[src/rtl/trap_sequencer_if.sv]
// Decode/pipeline <-> trap_sequencer signal bundle; master is the pipeline side, slave is the sequencer.
// Carries the decode trap flags in and the fetch/ID control and latched trap state out.
interface trap_sequencer_if;
  logic        i_ID_Valid;
  logic [31:0] i_ID_PC;
  logic [31:0] i_ID_InstructionWord;
  logic        i_EnvCall;
  logic        i_EnvBreak;
  logic        i_IllegalInstruction;
  logic        i_TrapReturn;
  logic        i_PipelineEmpty;

  logic        o_Stall;
  logic        o_KillID;
  logic        o_Flush;
  logic        o_Redirect;
  logic [31:0] o_RedirectPC;
  logic        o_InTrap;
  logic [3:0]  o_TrapCause;
  logic [31:0] o_TrapPC;
  logic [31:0] o_TrapValue;
  logic        o_DrainTimeout;
  logic        o_Halted;

  modport master (
    output i_ID_Valid, i_ID_PC, i_ID_InstructionWord, i_EnvCall, i_EnvBreak,
           i_IllegalInstruction, i_TrapReturn, i_PipelineEmpty,
    input  o_Stall, o_KillID, o_Flush, o_Redirect, o_RedirectPC, o_InTrap,
           o_TrapCause, o_TrapPC, o_TrapValue, o_DrainTimeout, o_Halted
  );

  modport slave (
    input  i_ID_Valid, i_ID_PC, i_ID_InstructionWord, i_EnvCall, i_EnvBreak,
           i_IllegalInstruction, i_TrapReturn, i_PipelineEmpty,
    output o_Stall, o_KillID, o_Flush, o_Redirect, o_RedirectPC, o_InTrap,
           o_TrapCause, o_TrapPC, o_TrapValue, o_DrainTimeout, o_Halted
  );
endinterface

[src/rtl/trap_sequencer.sv]
// Trap sequencer: stall/kill the trapping ID instruction (same cycle), drain EX/MEM/WB, 1-cycle redirect to TRAP_VECTOR, 1-cycle redirect to saved PC+4 on MRET.
// No backpressure input; drain is bounded by DRAIN_TIMEOUT. Define TRAP_DOUBLE_FAULT_EN to make a trap inside the handler halt instead of nesting.
module trap_sequencer #(
  parameter logic [31:0] TRAP_VECTOR   = 32'h0000_0100,
  parameter int unsigned DRAIN_TIMEOUT = 15
) (
  input  logic            i_Clock,
  input  logic            i_Reset,
  trap_sequencer_if.slave bus
);

  localparam int unsigned   CW       = $clog2(DRAIN_TIMEOUT + 1);
  localparam logic [CW-1:0] CNT_LAST = CW'(DRAIN_TIMEOUT - 1);
  localparam logic [CW-1:0] CNT_MAX  = CW'(DRAIN_TIMEOUT);

  localparam logic [3:0] CAUSE_ILLEGAL = 4'd2;
  localparam logic [3:0] CAUSE_EBREAK  = 4'd3;
  localparam logic [3:0] CAUSE_ECALL   = 4'd11;

  typedef enum logic [2:0] {
    S_IDLE     = 3'd0,
    S_DRAIN    = 3'd1,
    S_REDIRECT = 3'd2,
    S_HANDLER  = 3'd3,
    S_RETURN   = 3'd4,
    S_HALT     = 3'd5
  } state_t;

  state_t        state_q, state_d;
  logic [CW-1:0] cnt_q, cnt_d;
  logic [3:0]    cause_q, cause_d;
  logic [31:0]   tpc_q, tpc_d;
  logic [31:0]   tval_q, tval_d;
  logic          dto_q, dto_d;

  logic          trap_detect;
  logic [3:0]    new_cause;
  logic [31:0]   new_value;

  logic          stall, kill, flush, redir, intrap, halted;
  logic [31:0]   redir_pc;

  assign trap_detect = bus.i_ID_Valid &
                       (bus.i_IllegalInstruction | bus.i_EnvBreak | bus.i_EnvCall);

  // Illegal outranks EBREAK outranks ECALL when decode raises several flags.
  assign new_cause = bus.i_IllegalInstruction ? CAUSE_ILLEGAL :
                     bus.i_EnvBreak           ? CAUSE_EBREAK  : CAUSE_ECALL;
  assign new_value = bus.i_IllegalInstruction ? bus.i_ID_InstructionWord : 32'd0;

  always_ff @(posedge i_Clock or posedge i_Reset) begin
    if (i_Reset) begin
      state_q <= S_IDLE;
      cnt_q   <= '0;
      cause_q <= '0;
      tpc_q   <= '0;
      tval_q  <= '0;
      dto_q   <= 1'b0;
    end else begin
      state_q <= state_d;
      cnt_q   <= cnt_d;
      cause_q <= cause_d;
      tpc_q   <= tpc_d;
      tval_q  <= tval_d;
      dto_q   <= dto_d;
    end
  end

  always_comb begin
    state_d  = state_q;
    cnt_d    = cnt_q;
    cause_d  = cause_q;
    tpc_d    = tpc_q;
    tval_d   = tval_q;
    dto_d    = dto_q;
    stall    = 1'b0;
    kill     = 1'b0;
    flush    = 1'b0;
    redir    = 1'b0;
    redir_pc = 32'd0;
    intrap   = 1'b0;
    halted   = 1'b0;

    case (state_q)
      S_IDLE: begin
        stall = trap_detect;
        kill  = trap_detect;
        if (trap_detect) begin
          cause_d = new_cause;
          tpc_d   = bus.i_ID_PC;
          tval_d  = new_value;
          cnt_d   = '0;
          state_d = S_DRAIN;
        end
      end

      S_DRAIN: begin
        stall = 1'b1;
        kill  = 1'b1;
        if (cnt_q != CNT_MAX) begin
          cnt_d = cnt_q + CW'(1);
        end
        if (bus.i_PipelineEmpty) begin
          state_d = S_REDIRECT;
        end else if (cnt_q >= CNT_LAST) begin
          dto_d   = 1'b1;
          state_d = S_REDIRECT;
        end
      end

      S_REDIRECT: begin
        redir    = 1'b1;
        redir_pc = TRAP_VECTOR;
        flush    = 1'b1;
        state_d  = S_HANDLER;
      end

      S_HANDLER: begin
        intrap = 1'b1;
        if (trap_detect) begin
          stall = 1'b1;
          kill  = 1'b1;
`ifdef TRAP_DOUBLE_FAULT_EN
          state_d = S_HALT;
`else
          cause_d = new_cause;
          tpc_d   = bus.i_ID_PC;
          tval_d  = new_value;
          cnt_d   = '0;
          state_d = S_DRAIN;
`endif
        end else if (bus.i_TrapReturn) begin
          state_d = S_RETURN;
        end
      end

      S_RETURN: begin
        redir    = 1'b1;
        redir_pc = tpc_q + 32'd4;
        flush    = 1'b1;
        state_d  = S_IDLE;
      end

`ifdef TRAP_DOUBLE_FAULT_EN
      S_HALT: begin
        halted = 1'b1;
        stall  = 1'b1;
        kill   = 1'b1;
      end
`endif

      default: begin
        state_d = S_IDLE;
      end
    endcase
  end

  // Reset masks the input-driven IDLE stall so every output drops while reset is held.
  assign bus.o_Stall        = stall & ~i_Reset;
  assign bus.o_KillID       = kill & ~i_Reset;
  assign bus.o_Flush        = flush;
  assign bus.o_Redirect     = redir;
  assign bus.o_RedirectPC   = redir_pc;
  assign bus.o_InTrap       = intrap;
  assign bus.o_TrapCause    = cause_q;
  assign bus.o_TrapPC       = tpc_q;
  assign bus.o_TrapValue    = tval_q;
  assign bus.o_DrainTimeout = dto_q;
  assign bus.o_Halted       = halted;

endmodule

[src/flat_wrapper.sv]
// flat-port wrapper written by rule: the top's interface ports become plain ports
module trap_sequencer_flat 
#(
  parameter logic [31:0] TRAP_VECTOR   = 32'h0000_0100,
  parameter int unsigned DRAIN_TIMEOUT = 15
)
  (i_Clock, i_Reset, bus_i_ID_Valid, bus_i_ID_PC, bus_i_ID_InstructionWord, bus_i_EnvCall, bus_i_EnvBreak, bus_i_IllegalInstruction, bus_i_TrapReturn, bus_i_PipelineEmpty, bus_o_Stall, bus_o_KillID, bus_o_Flush, bus_o_Redirect, bus_o_RedirectPC, bus_o_InTrap, bus_o_TrapCause, bus_o_TrapPC, bus_o_TrapValue, bus_o_DrainTimeout, bus_o_Halted);
  trap_sequencer_if bus_i ();
  input  logic i_Clock;
  input  logic i_Reset;
  input wire logic [$bits(bus_i.i_ID_Valid)-1:0] bus_i_ID_Valid;
  input wire logic [$bits(bus_i.i_ID_PC)-1:0] bus_i_ID_PC;
  input wire logic [$bits(bus_i.i_ID_InstructionWord)-1:0] bus_i_ID_InstructionWord;
  input wire logic [$bits(bus_i.i_EnvCall)-1:0] bus_i_EnvCall;
  input wire logic [$bits(bus_i.i_EnvBreak)-1:0] bus_i_EnvBreak;
  input wire logic [$bits(bus_i.i_IllegalInstruction)-1:0] bus_i_IllegalInstruction;
  input wire logic [$bits(bus_i.i_TrapReturn)-1:0] bus_i_TrapReturn;
  input wire logic [$bits(bus_i.i_PipelineEmpty)-1:0] bus_i_PipelineEmpty;
  output wire logic [$bits(bus_i.o_Stall)-1:0] bus_o_Stall;
  output wire logic [$bits(bus_i.o_KillID)-1:0] bus_o_KillID;
  output wire logic [$bits(bus_i.o_Flush)-1:0] bus_o_Flush;
  output wire logic [$bits(bus_i.o_Redirect)-1:0] bus_o_Redirect;
  output wire logic [$bits(bus_i.o_RedirectPC)-1:0] bus_o_RedirectPC;
  output wire logic [$bits(bus_i.o_InTrap)-1:0] bus_o_InTrap;
  output wire logic [$bits(bus_i.o_TrapCause)-1:0] bus_o_TrapCause;
  output wire logic [$bits(bus_i.o_TrapPC)-1:0] bus_o_TrapPC;
  output wire logic [$bits(bus_i.o_TrapValue)-1:0] bus_o_TrapValue;
  output wire logic [$bits(bus_i.o_DrainTimeout)-1:0] bus_o_DrainTimeout;
  output wire logic [$bits(bus_i.o_Halted)-1:0] bus_o_Halted;
  assign bus_i.i_ID_Valid = bus_i_ID_Valid;
  assign bus_i.i_ID_PC = bus_i_ID_PC;
  assign bus_i.i_ID_InstructionWord = bus_i_ID_InstructionWord;
  assign bus_i.i_EnvCall = bus_i_EnvCall;
  assign bus_i.i_EnvBreak = bus_i_EnvBreak;
  assign bus_i.i_IllegalInstruction = bus_i_IllegalInstruction;
  assign bus_i.i_TrapReturn = bus_i_TrapReturn;
  assign bus_i.i_PipelineEmpty = bus_i_PipelineEmpty;
  assign bus_o_Stall = bus_i.o_Stall;
  assign bus_o_KillID = bus_i.o_KillID;
  assign bus_o_Flush = bus_i.o_Flush;
  assign bus_o_Redirect = bus_i.o_Redirect;
  assign bus_o_RedirectPC = bus_i.o_RedirectPC;
  assign bus_o_InTrap = bus_i.o_InTrap;
  assign bus_o_TrapCause = bus_i.o_TrapCause;
  assign bus_o_TrapPC = bus_i.o_TrapPC;
  assign bus_o_TrapValue = bus_i.o_TrapValue;
  assign bus_o_DrainTimeout = bus_i.o_DrainTimeout;
  assign bus_o_Halted = bus_i.o_Halted;
  trap_sequencer #(.TRAP_VECTOR(TRAP_VECTOR), .DRAIN_TIMEOUT(DRAIN_TIMEOUT)) u_core (.i_Clock(i_Clock), .i_Reset(i_Reset), .bus(bus_i));
endmodule
[config.mk]
export PLATFORM = sky130hd
export DESIGN_NAME = trap_sequencer_flat
export DESIGN_NICKNAME = d
export VERILOG_FILES = /design/src/rtl/trap_sequencer_if.sv /design/src/rtl/trap_sequencer.sv /design/src/flat_wrapper.sv
export SDC_FILE = /design/constraint.sdc
export NUM_CORES = 1
export LEC_CHECK = 0
export BUFFER_PORTS_ARGS = -buffer_cell sky130_fd_sc_hd__buf_4
export CAP_MARGIN = 25
export CORE_ASPECT_RATIO = 1.2
export CORE_MARGIN = 2
export CORE_UTILIZATION = 45
export CTS_CLUSTER_DIAMETER = 120
export DETAILED_ROUTE_END_ITERATION = 8
export PLACE_DENSITY = 0.74
export REMOVE_ABC_BUFFERS = 1
export SYNTH_ARGS = -nofsm -noshare
export SYNTH_HDL_FRONTEND = slang
export SYNTH_SLANG_ARGS = --single-unit
[constraint.sdc]
create_clock -name i_Clock -period 4.3 [get_ports i_Clock]
set_clock_uncertainty 0.15 [all_clocks]
set_input_delay 0.215 -clock i_Clock [delete_from_list [all_inputs] [get_ports i_Clock]]
set_output_delay 0.215 -clock i_Clock [all_outputs]
set_load 0.1 [all_outputs]
==> results of run 1 <==
-- cells by family (layout without fill, tap and decap cells) --
logic type      count (synthesis)  after routing  synth area share
buf+inv                        40            271           0.04994
flops                          75             75            0.4832
simple gates                  285            285            0.3367
compound gates                 54             54           0.08989
mux                             1              1          0.002577
other cells                     1              2         0.0009656
fa+ha+maj                       3              3          0.009666
xor+xnor                       12             12           0.02706
-- final timing paths --
kind	start	endpoint	slack, ns	cells after the start
worst max-delay path	u_core.bus.o_TrapPC[6]	bus_o_RedirectPC[26]	0.95	5
worst min-delay path	bus_i_IllegalInstruction	u_core.bus.o_TrapValue[12]	0.14	3
worst max register to register	u_core.state_q[2]	u_core.state_q[0]	2.05	4
worst min register to register	u_core.bus.o_TrapValue[15]	u_core.bus.o_TrapValue[15]	0.32	2
max in group asynchronous	i_Reset	u_core.bus.o_TrapPC[9]	2.72	4
min in group asynchronous	i_Reset	u_core.bus.o_TrapValue[22]	0.34	3
-- worst register-to-register path, stage by stage, from the launching register on --
cell      delay [ns]
dfrtp_1         0.49
nor3b_1         0.90
nand2b_1        0.15
nand2b_1        0.20
a221oi_1        0.25
-- layout make-up --
cell class / count / area (um^2)
flip-flops and latches: 75 / 1877
clock inverters: 6 / 32.53
fillers: 664 / 2390
multi-input cells: 357 / 1823
inverters: 6 / 23.77
repair buffers: 249 / 2052
well taps: 117 / 146.4
clock buffers: 10 / 127.6
-- metrics by stage --
step / instance area [um^2] / std cells
final: 6082 / 820
after global routing: 6082 / 820
after CTS: 6082 / 820
after detailed placement: 5241 / 736
after global placement: 5221 / 735
after floorplan: 3716 / 438
-- cell usage in the layout (no fill, tap or decap), drive strengths merged, types with 4 or more instances in the layout --
cell type    synthesis  routed
nand4                4       4
xnor2                8       8
nand2              173     173
clkinv               0       6
clkbuf              21      10
xor2                 4       4
nor4                 4       4
dlygate4sd3          0      68
dfrtp               75      75
o31ai               12      12
buf                 13     181
or4                 14      14
inv                  6       5
o21ai               10      10
or3                  7       7
and2                 7       7
and4                 4       4
nor2                17      17
nand3               43      43
a21oi               16      16
and3                 4       4
o211ai               4       4
-- what timing repair did --
item / in CTS / in global routing
setup endpoints to repair: 0 / 0
hold buffers: 68 / 0
hold endpoints to repair: 102 / 0
-- Yosys cell counts, types with 2 or more instances --
library cell	n
a21oi_1	16
a22o_1	3
and2_1	7
and3_1	4
and4_1	3
buf_1	7
buf_4	4
clkbuf_1	19
clkbuf_8	2
dfrtp_1	75
ha_1	3
inv_1	6
nand2_1	172
nand2b_1	3
nand3_1	43
nand4_1	3
nor2_1	17
nor3_1	2
nor4_1	4
o211ai_1	4
o21ai_0	10
o31ai_1	12
or3_1	4
or3_2	3
or4_1	14
xnor2_1	8
xor2_1	4
-- state kept, by name, indices dropped and copies added, names as in the netlist --
| name | flops |
|---|---|
| u_core.bus.o_DrainTimeout | 1 |
| u_core.bus.o_TrapCause | 3 |
| u_core.bus.o_TrapPC | 32 |
| u_core.bus.o_TrapValue | 32 |
| u_core.cnt_q | 4 |
| u_core.state_q | 3 |
-- layer usage --
layer  global-route usage  vias up  share of wire  routed length, um
met3              0.06108       18          0.086               1046
met2               0.4446      191           0.49               6006
met5                    0        -              0                  0
li1                     -     2046              -                  -
met1               0.3352     1934           0.40               4850
met4              0.09307        0          0.020                238
==> results.yml, run 1 <==
critical_path:
  endpoint_kind: "output pin"
  crit_buf_inv: 1
  crit_path_frequent_cell: "or4_1"
  critPathRequiredTime_ns: 3.93
  path_cells: "nand4_4, or4_1, or4_1, a21oi_1, buf_4"
  worst-endpoint-arrival_ns: 2.98
  cpPeakStageDelay_ns: 0.87
  crit_family: "simple AND/OR/NAND/NOR gates"
  cp-start-kind: "register"
  cp_slowest_cell: "or4_1"
  crit_path_max_fanout: 24
  worstSetupPathType: "reg2out"
global_route:
  antenna_found_initial: 0
  gr-total-overflow: 0
  grt_pass1_vias: 4071
  grt_pass1_wl_um: 19450
  grt_max_degree: 48
  track_usage: 0.2668
timing:
  finalWorstSetupSlack_ns: 0.9545
  tightest_slew_ns: 1.054
  finalCritPeriodShare: 0.7780
  hold_viol_final: 0
  setup_viol: 0
  fmax_ghz: 0.2989
  max_slew_margin: 0.2960
  slew_violations: 0
  timing.hold.ws_ns: 0.1412
  rsz0062_at_grt: "no"
  final.min_clock_period_ns: 3.346
  tns_ns: 0
synthesis:
  synth-seq-cells: 75
  ys_seq_area_frac: 0.4832
  synth_warnings: 0
  synth_edf_count: 0
  synth_ff_type: "dfrtp_1"
  yosysTopAreaCell: "dfrtp_1"
  synthArstFlopShare: 1.000
  synthCells: 471
  ys_types: 46
  syn_avg_cell_area_um2: 8.246
  synth_top_area_frac: 0.4832
  netlist_area_mm2: 0.003884
  synth_area_leaders: "dfrtp_1 (48%), nand2_1 (17%), nand3_1 (5.5%), or4_1 (2.7%), o31ai_1 (2.3%)"
floorplan:
  ios: 179
  core_area_mm2: 0.008472
  fp-row-count: 37
  fp.dieArea_mm2: 0.009392
  start_util: 0.4584
  die_w_um: 88.81
  die_h_um: 105.8
cts:
  numClockSinks: 75
  clk_latency_ns: 0.35
  cts_made_buffers: 9
  ctsResizeCount: 0
  tritoncts: "done"
  clk_pin_slew_ns: 0.08
  cts-root-buf: "clkbuf_8"
  cts.path.max_buffers: 2
  cts_setup_buffers: 0
  h-tree-depth: 3
layout:
  nNetsFinal: 773
  layout-drive-gt1-share: 0.2930
  n_antenna_cell: 0
  utilization: 0.7179
  area_growth_pct: 56.60
worst_hold_path:
  min_path_type: "in2reg"
placement:
  dp_slack_ns: 1.370
  gp_congestion: 0.8386
  hpwl_um: 7896
  portBuffers: 176
flow_run:
  drv_cap: 0
routing:
  wl_um: 12140
  dr_total_vias: 4189
  avgRoutedWirePerCell_um: 14.81
  route.detailed.drc: 0
  antenna_left: 0
  drtIter0Drc: 235
  vias_per_cell: 5.109
  drt_pre_antenna_iters: 4
outcome:
  status: "finished, final reports clean"
Power of run 1 is left out: the tool's default activity adds up to more than one toggle a clock period on the data nets, which glitch-free logic cannot reach.
==> run 2: changes to the inputs <==
==> constraint.sdc (replaced) <==
create_clock -name i_Clock -period 3.3 [get_ports i_Clock]
set_clock_uncertainty 0.15 [all_clocks]
set_input_delay 0.165 -clock i_Clock [delete_from_list [all_inputs] [get_ports i_Clock]]
set_output_delay 0.165 -clock i_Clock [all_outputs]
set_load 0.1 [all_outputs]
==> run 2 against run 1 <==
- wire length is 1.8% higher
- count of clock-buffer cells in the layout is 1 higher
- register-to-register slack worse by 0.86 ns
- critical path depth stayed put
==> results.yml, run 2 (synthesis results as in run 1) <==
floorplan:
  fp-row-count: 37
  die_w_um: 88.81
  ios: 179
  core_area_mm2: 0.008472
  fp.dieArea_mm2: 0.009392
  die_h_um: 105.8
  start_util: 0.4584
critical_path:
  worst-endpoint-arrival_ns: 2.74
  cp-start-kind: "register"
  crit_path_max_fanout: 24
  endpoint_kind: "output pin"
  worstSetupPathType: "reg2out"
  critPathRequiredTime_ns: 2.98
timing:
  rsz0062_at_grt: "no"
  fmax_ghz: 0.3271
  hold_viol_final: 0
  slew_violations: 0
  setup_viol: 0
  max_slew_margin: 0.5084
  final.min_clock_period_ns: 3.057
  timing.hold.ws_ns: 0.06466
  tightest_slew_ns: 0.7366
  finalCritPeriodShare: 0.9264
layout:
  n_antenna_cell: 0
  final_common_cell: "buf_4"
  area_growth_pct: 58.86
  nNetsFinal: 774
  layout-drive-gt1-share: 0.2969
  layout_common_cells: "buf_4 (181), nand2_1 (172), dfrtp_1 (75)"
  fillers: 653
cts:
  tritoncts: "done"
  clk_pin_slew_ns: 0.09
  numClockSinks: 75
  cts_setup_buffers: 0
  cts.path.max_buffers: 2
  h-tree-depth: 3
  cts-root-buf: "clkbuf_8"
  cts_made_buffers: 9
  clk_latency_ns: 0.36
routing:
  wl_um: 12360
  drtIter0Drc: 273
  dr_total_vias: 4208
  avgRoutedWirePerCell_um: 15.06
  route.detailed.drc: 0
  drt_pre_antenna_iters: 6
  vias_per_cell: 5.125
  antenna_left: 0
outcome:
  status: "finished, final reports clean"
flow_run:
  drv_cap: 0
global_route:
  grt_max_degree: 44
  gr-total-overflow: 0
  antenna_found_initial: 0
  grt_pass1_vias: 4068
  grt_pass1_wl_um: 19580
  track_usage: 0.2675
placement:
  hpwl_um: 8018
  gp_congestion: 0.8876
  portBuffers: 176
worst_hold_path:
  min_path_type: "in2reg"
run 2: cell types whose count changed in the layout (fill, tap and decap cells not counted):
cell	change
clkinv_4	+2
clkinv_2	-5
clkbuf_1	-1
buf_4	+1
or4_1	-1
clkbuf_8	+2
bufinv_16	+2
or4_4	+1
run 2: final timing paths:
kind	start	end	slack, ns	cells past startpoint
setup / recovery	u_core.bus.o_TrapPC[7]	bus_o_RedirectPC[28]	0.24	5
hold / removal	bus_i_IllegalInstruction	u_core.bus.o_TrapValue[5]	0.06	3
setup reg to reg	u_core.state_q[0]	u_core.bus.o_TrapValue[27]	1.19	5
hold reg to reg	u_core.bus.o_TrapValue[19]	u_core.bus.o_TrapValue[19]	0.33	2
max in group asynchronous	i_Reset	u_core.bus.o_TrapPC[4]	1.74	4
min in group asynchronous	i_Reset	u_core.bus.o_TrapValue[21]	0.33	3
run 2: routing by layer:
metal  share of wire  vias to the layer above  global-route usage
met3           0.087                       22             0.07596
met4           0.022                        0             0.09740
met2            0.50                      187              0.4382
li1                -                     2039                   -
met5               0                        -                   0
met1            0.39                     1960              0.3315
run 2: layout make-up:
class	count	area [um^2]	share of cell area
repair buffers	250	2059	0.3338
inverters	6	23.77	0.003853
clock inverters	5	85.08	0.01379
multi-input cells	357	1827	0.2961
well taps	117	146.4	0.02373
flip-flops and latches	75	1877	0.3042
clock buffers	11	151.4	0.02454
run 2: worst max-delay path: stages (launching register included):
cell	delay, ns
dfrtp_1	0.48
nand4_4	0.18
or4_4	0.68
or4_1	0.54
a21oi_1	0.17
buf_4	0.32
run 2: per-stage QoR:
step	std cells	utilization	cell area (um^2)	setup WS, ns	TNS, ns
5_1_grt	821	0.7283	6170	0.1062	0
3_3_place_gp	737	0.6196	5249	0.4667	0
6_report	821	0.7283	6170	0.2428	0
2_1_floorplan	438	-	3716	-3.820	-110.60
3_5_place_dp	737	0.6196	5249	0.3912	0
4_1_cts	821	0.7283	6170	0.2323	0
run 2: what timing repair did:
item                       in CTS  in global routing
resized for setup               1                  0
hold buffers                   68                  0
setup endpoints to repair       1                  0
hold endpoints to repair      107                  0
Power of run 2 is left out for the same reason.
==> run 3: changes to the inputs <==
--- a/config.mk
+++ b/config.mk
@@ -5,6 +5,7 @@
 export SDC_FILE = /design/constraint.sdc
 export NUM_CORES = 1
 export LEC_CHECK = 0
+export ABC_AREA = 1
 export BUFFER_PORTS_ARGS = -buffer_cell sky130_fd_sc_hd__buf_4
 export CAP_MARGIN = 25
 export CORE_ASPECT_RATIO = 1.2
==> run 3 against run 2 <==
- cell area grew 1.5%
- via count grew 6.1%
- synthesized cell count grew 22%
- highest routed layer unchanged
- sequential cell count is the same
- fmax grew 15%
- worst setup slack gained 0.40 ns
- cell count grew 14%
- core utilization shrank 0.47 points
- critical path depth grew 3
- non-clock buffer count shrank 4
- first-iteration DRC count shrank 21%
- largest cell class unchanged
==> results.yml, run 3 <==
outcome:
  status: "finished, final reports clean"
layout:
  nNetsFinal: 886
  utilization: 0.7235
  n_antenna_cell: 0
  final_common_cell: "nand2_1"
  layout_common_cells: "nand2_1 (279), buf_4 (178), nor2_1 (83)"
  area_growth_pct: 55.08
  layout-drive-gt1-share: 0.2525
floorplan:
  start_util: 0.4665
  fp-row-count: 37
  ios: 179
  die_w_um: 90.49
  die_h_um: 107.8
  core_area_mm2: 0.008657
  fp.dieArea_mm2: 0.009752
synthesis:
  synth_ff_type: "dfrtp_1"
  netlist_area_mm2: 0.004039
  ys_seq_area_frac: 0.4647
  yosysMostFrequentCell: "nand2_1"
  synth_top_area_frac: 0.4647
  synthCells: 573
  synthArstFlopShare: 1.000
  synth-seq-cells: 75
  synth_area_leaders: "dfrtp_1 (46%), nand2_1 (26%), nor2_1 (7.7%), inv_1 (3.3%), o21ai_0 (2.7%)"
  synth_warnings: 0
  synth_edf_count: 0
  yosysTopAreaCell: "dfrtp_1"
  ys_types: 30
  yosys-top-cells-count: "nand2_1 (279), nor2_1 (83), dfrtp_1 (75), inv_1 (36), o21ai_0 (22)"
  syn_avg_cell_area_um2: 7.049
timing:
  setup_viol: 0
  rsz0062_at_grt: "no"
  slew_violations: 0
  finalCritPeriodShare: 0.8063
  tightest_slew_ns: 0.9090
  fmax_ghz: 0.3758
  final.min_clock_period_ns: 2.661
  hold_viol_final: 0
  max_slew_margin: 0.3933
flow_run:
  drv_cap: 0
cts:
  cts.path.max_buffers: 2
  cts_hold_buf: 68
  tritoncts: "done"
  clk_pin_slew_ns: 0.08
  cts-root-buf: "clkbuf_8"
  ctsResizeCount: 0
  h-tree-depth: 3
  cts_made_buffers: 9
  clk_latency_ns: 0.36
  cts_setup_buffers: 0
  numClockSinks: 75
global_route:
  gr-total-overflow: 0
  grt_max_degree: 58
  grt_pass1_vias: 4438
  antenna_found_initial: 0
  grt_pass1_wl_um: 20530
  track_usage: 0.2626
routing:
  top_layer_used: "met4"
  vias_per_cell: 4.786
  drt_pre_antenna_iters: 8
  route.detailed.drc: 0
  drtIter0Drc: 215
  antenna_left: 0
  avgRoutedWirePerCell_um: 13.44
  wl_um: 12540
  route.met3.wl_um: 862
  dr_total_vias: 4465
  drt-met1-wl_um: 4973
  route.met2.wl_um: 6379
critical_path:
  worstSetupPathType: "reg2out"
  worst-endpoint-arrival_ns: 2.35
  endpoint_kind: "output pin"
  cp-start-kind: "register"
  critPathRequiredTime_ns: 2.98
  crit_path_max_fanout: 7
  path_cells: "ha_1, nand2_1, nor2_2, nand2_1, nor2_2, o21ai_0, a21oi_1, buf_4"
  cp_slowest_cell: "dfrtp_1"
  cpPeakStageDelay_ns: 0.46
worst_hold_path:
  min_path_type: "in2reg"
placement:
  gp_congestion: 0.8646
  portBuffers: 176
  hpwl_um: 8771
-- run 3: layout make-up --
cell class | count | area [um^2]
flip-flops and latches | 75 | 1877
fillers | 677 | 2394
clock buffers | 10 | 137.6
multi-input cells | 441 | 1854
inverters | 38 | 143.9
repair buffers | 246 | 2017
well taps | 117 | 146.4
clock inverters | 6 | 87.58
-- run 3: final timing paths --
| path | from | end | slack, ns | cells past startpoint |
|---|---|---|---|---|
| worst max register to register | u_core.state_q[0] | u_core.bus.o_TrapPC[31] | 0.75 | 6 |
| max in group asynchronous | i_Reset | u_core.bus.o_TrapValue[18] | 1.78 | 4 |
| worst min register to register | u_core.bus.o_TrapCause[1] | u_core.bus.o_TrapCause[1] | 0.34 | 1 |
| worst min-delay path | bus_i_ID_Valid | u_core.state_q[1] | 0.07 | 5 |
| min in group asynchronous | i_Reset | u_core.state_q[1] | 0.39 | 3 |
| worst max-delay path | u_core.bus.o_TrapPC[2] | bus_o_RedirectPC[14] | 0.64 | 8 |
-- run 3: through the flow --
step                      hold WS, ns  setup slack (ns)  cells  TNS (ns)  area [um^2]
final                         0.07371            0.6392    933         0         6264
after CTS                     0.06420            0.6425    933         0         6264
after detailed placement       0.2133            0.7859    849         0         5358
after global routing          0.09270            0.3880    933         0         6264
after floorplan                0.1131           -0.9806    554    -5.266         3874
after global placement         0.2091            0.9666    849         0         5358
-- run 3: kinds of logic after synthesis --
logic type / Yosys count / synth area share
other: 1 / 0.0009285
AO/OA/AOI/OAI: 41 / 0.05515
XOR/XNOR: 7 / 0.01518
flip-flops: 75 / 0.4647
buffers and inverters: 58 / 0.07714
AND/OR/NAND/NOR: 388 / 0.3776
adder cells (fa/ha/maj): 3 / 0.009295
-- run 3: per-layer routing --
metal / GRT usage / up-vias
met1: 0.3071 / 2040
met5: 0 / -
met4: 0.1176 / 0
met3: 0.05182 / 27
li1: - / 2214
met2: 0.4664 / 184
-- run 3: critical path: cells and delay by family (launching register included) --
family | cells | cell delay, ns
adders and majority gates | 1 | 0.21
AOI/OAI and AO/OA | 2 | 0.30
DFF | 1 | 0.46
and+or+nand+nor | 4 | 0.69
buffers and inverters | 1 | 0.33
Power of run 3 is left out for the same reason.
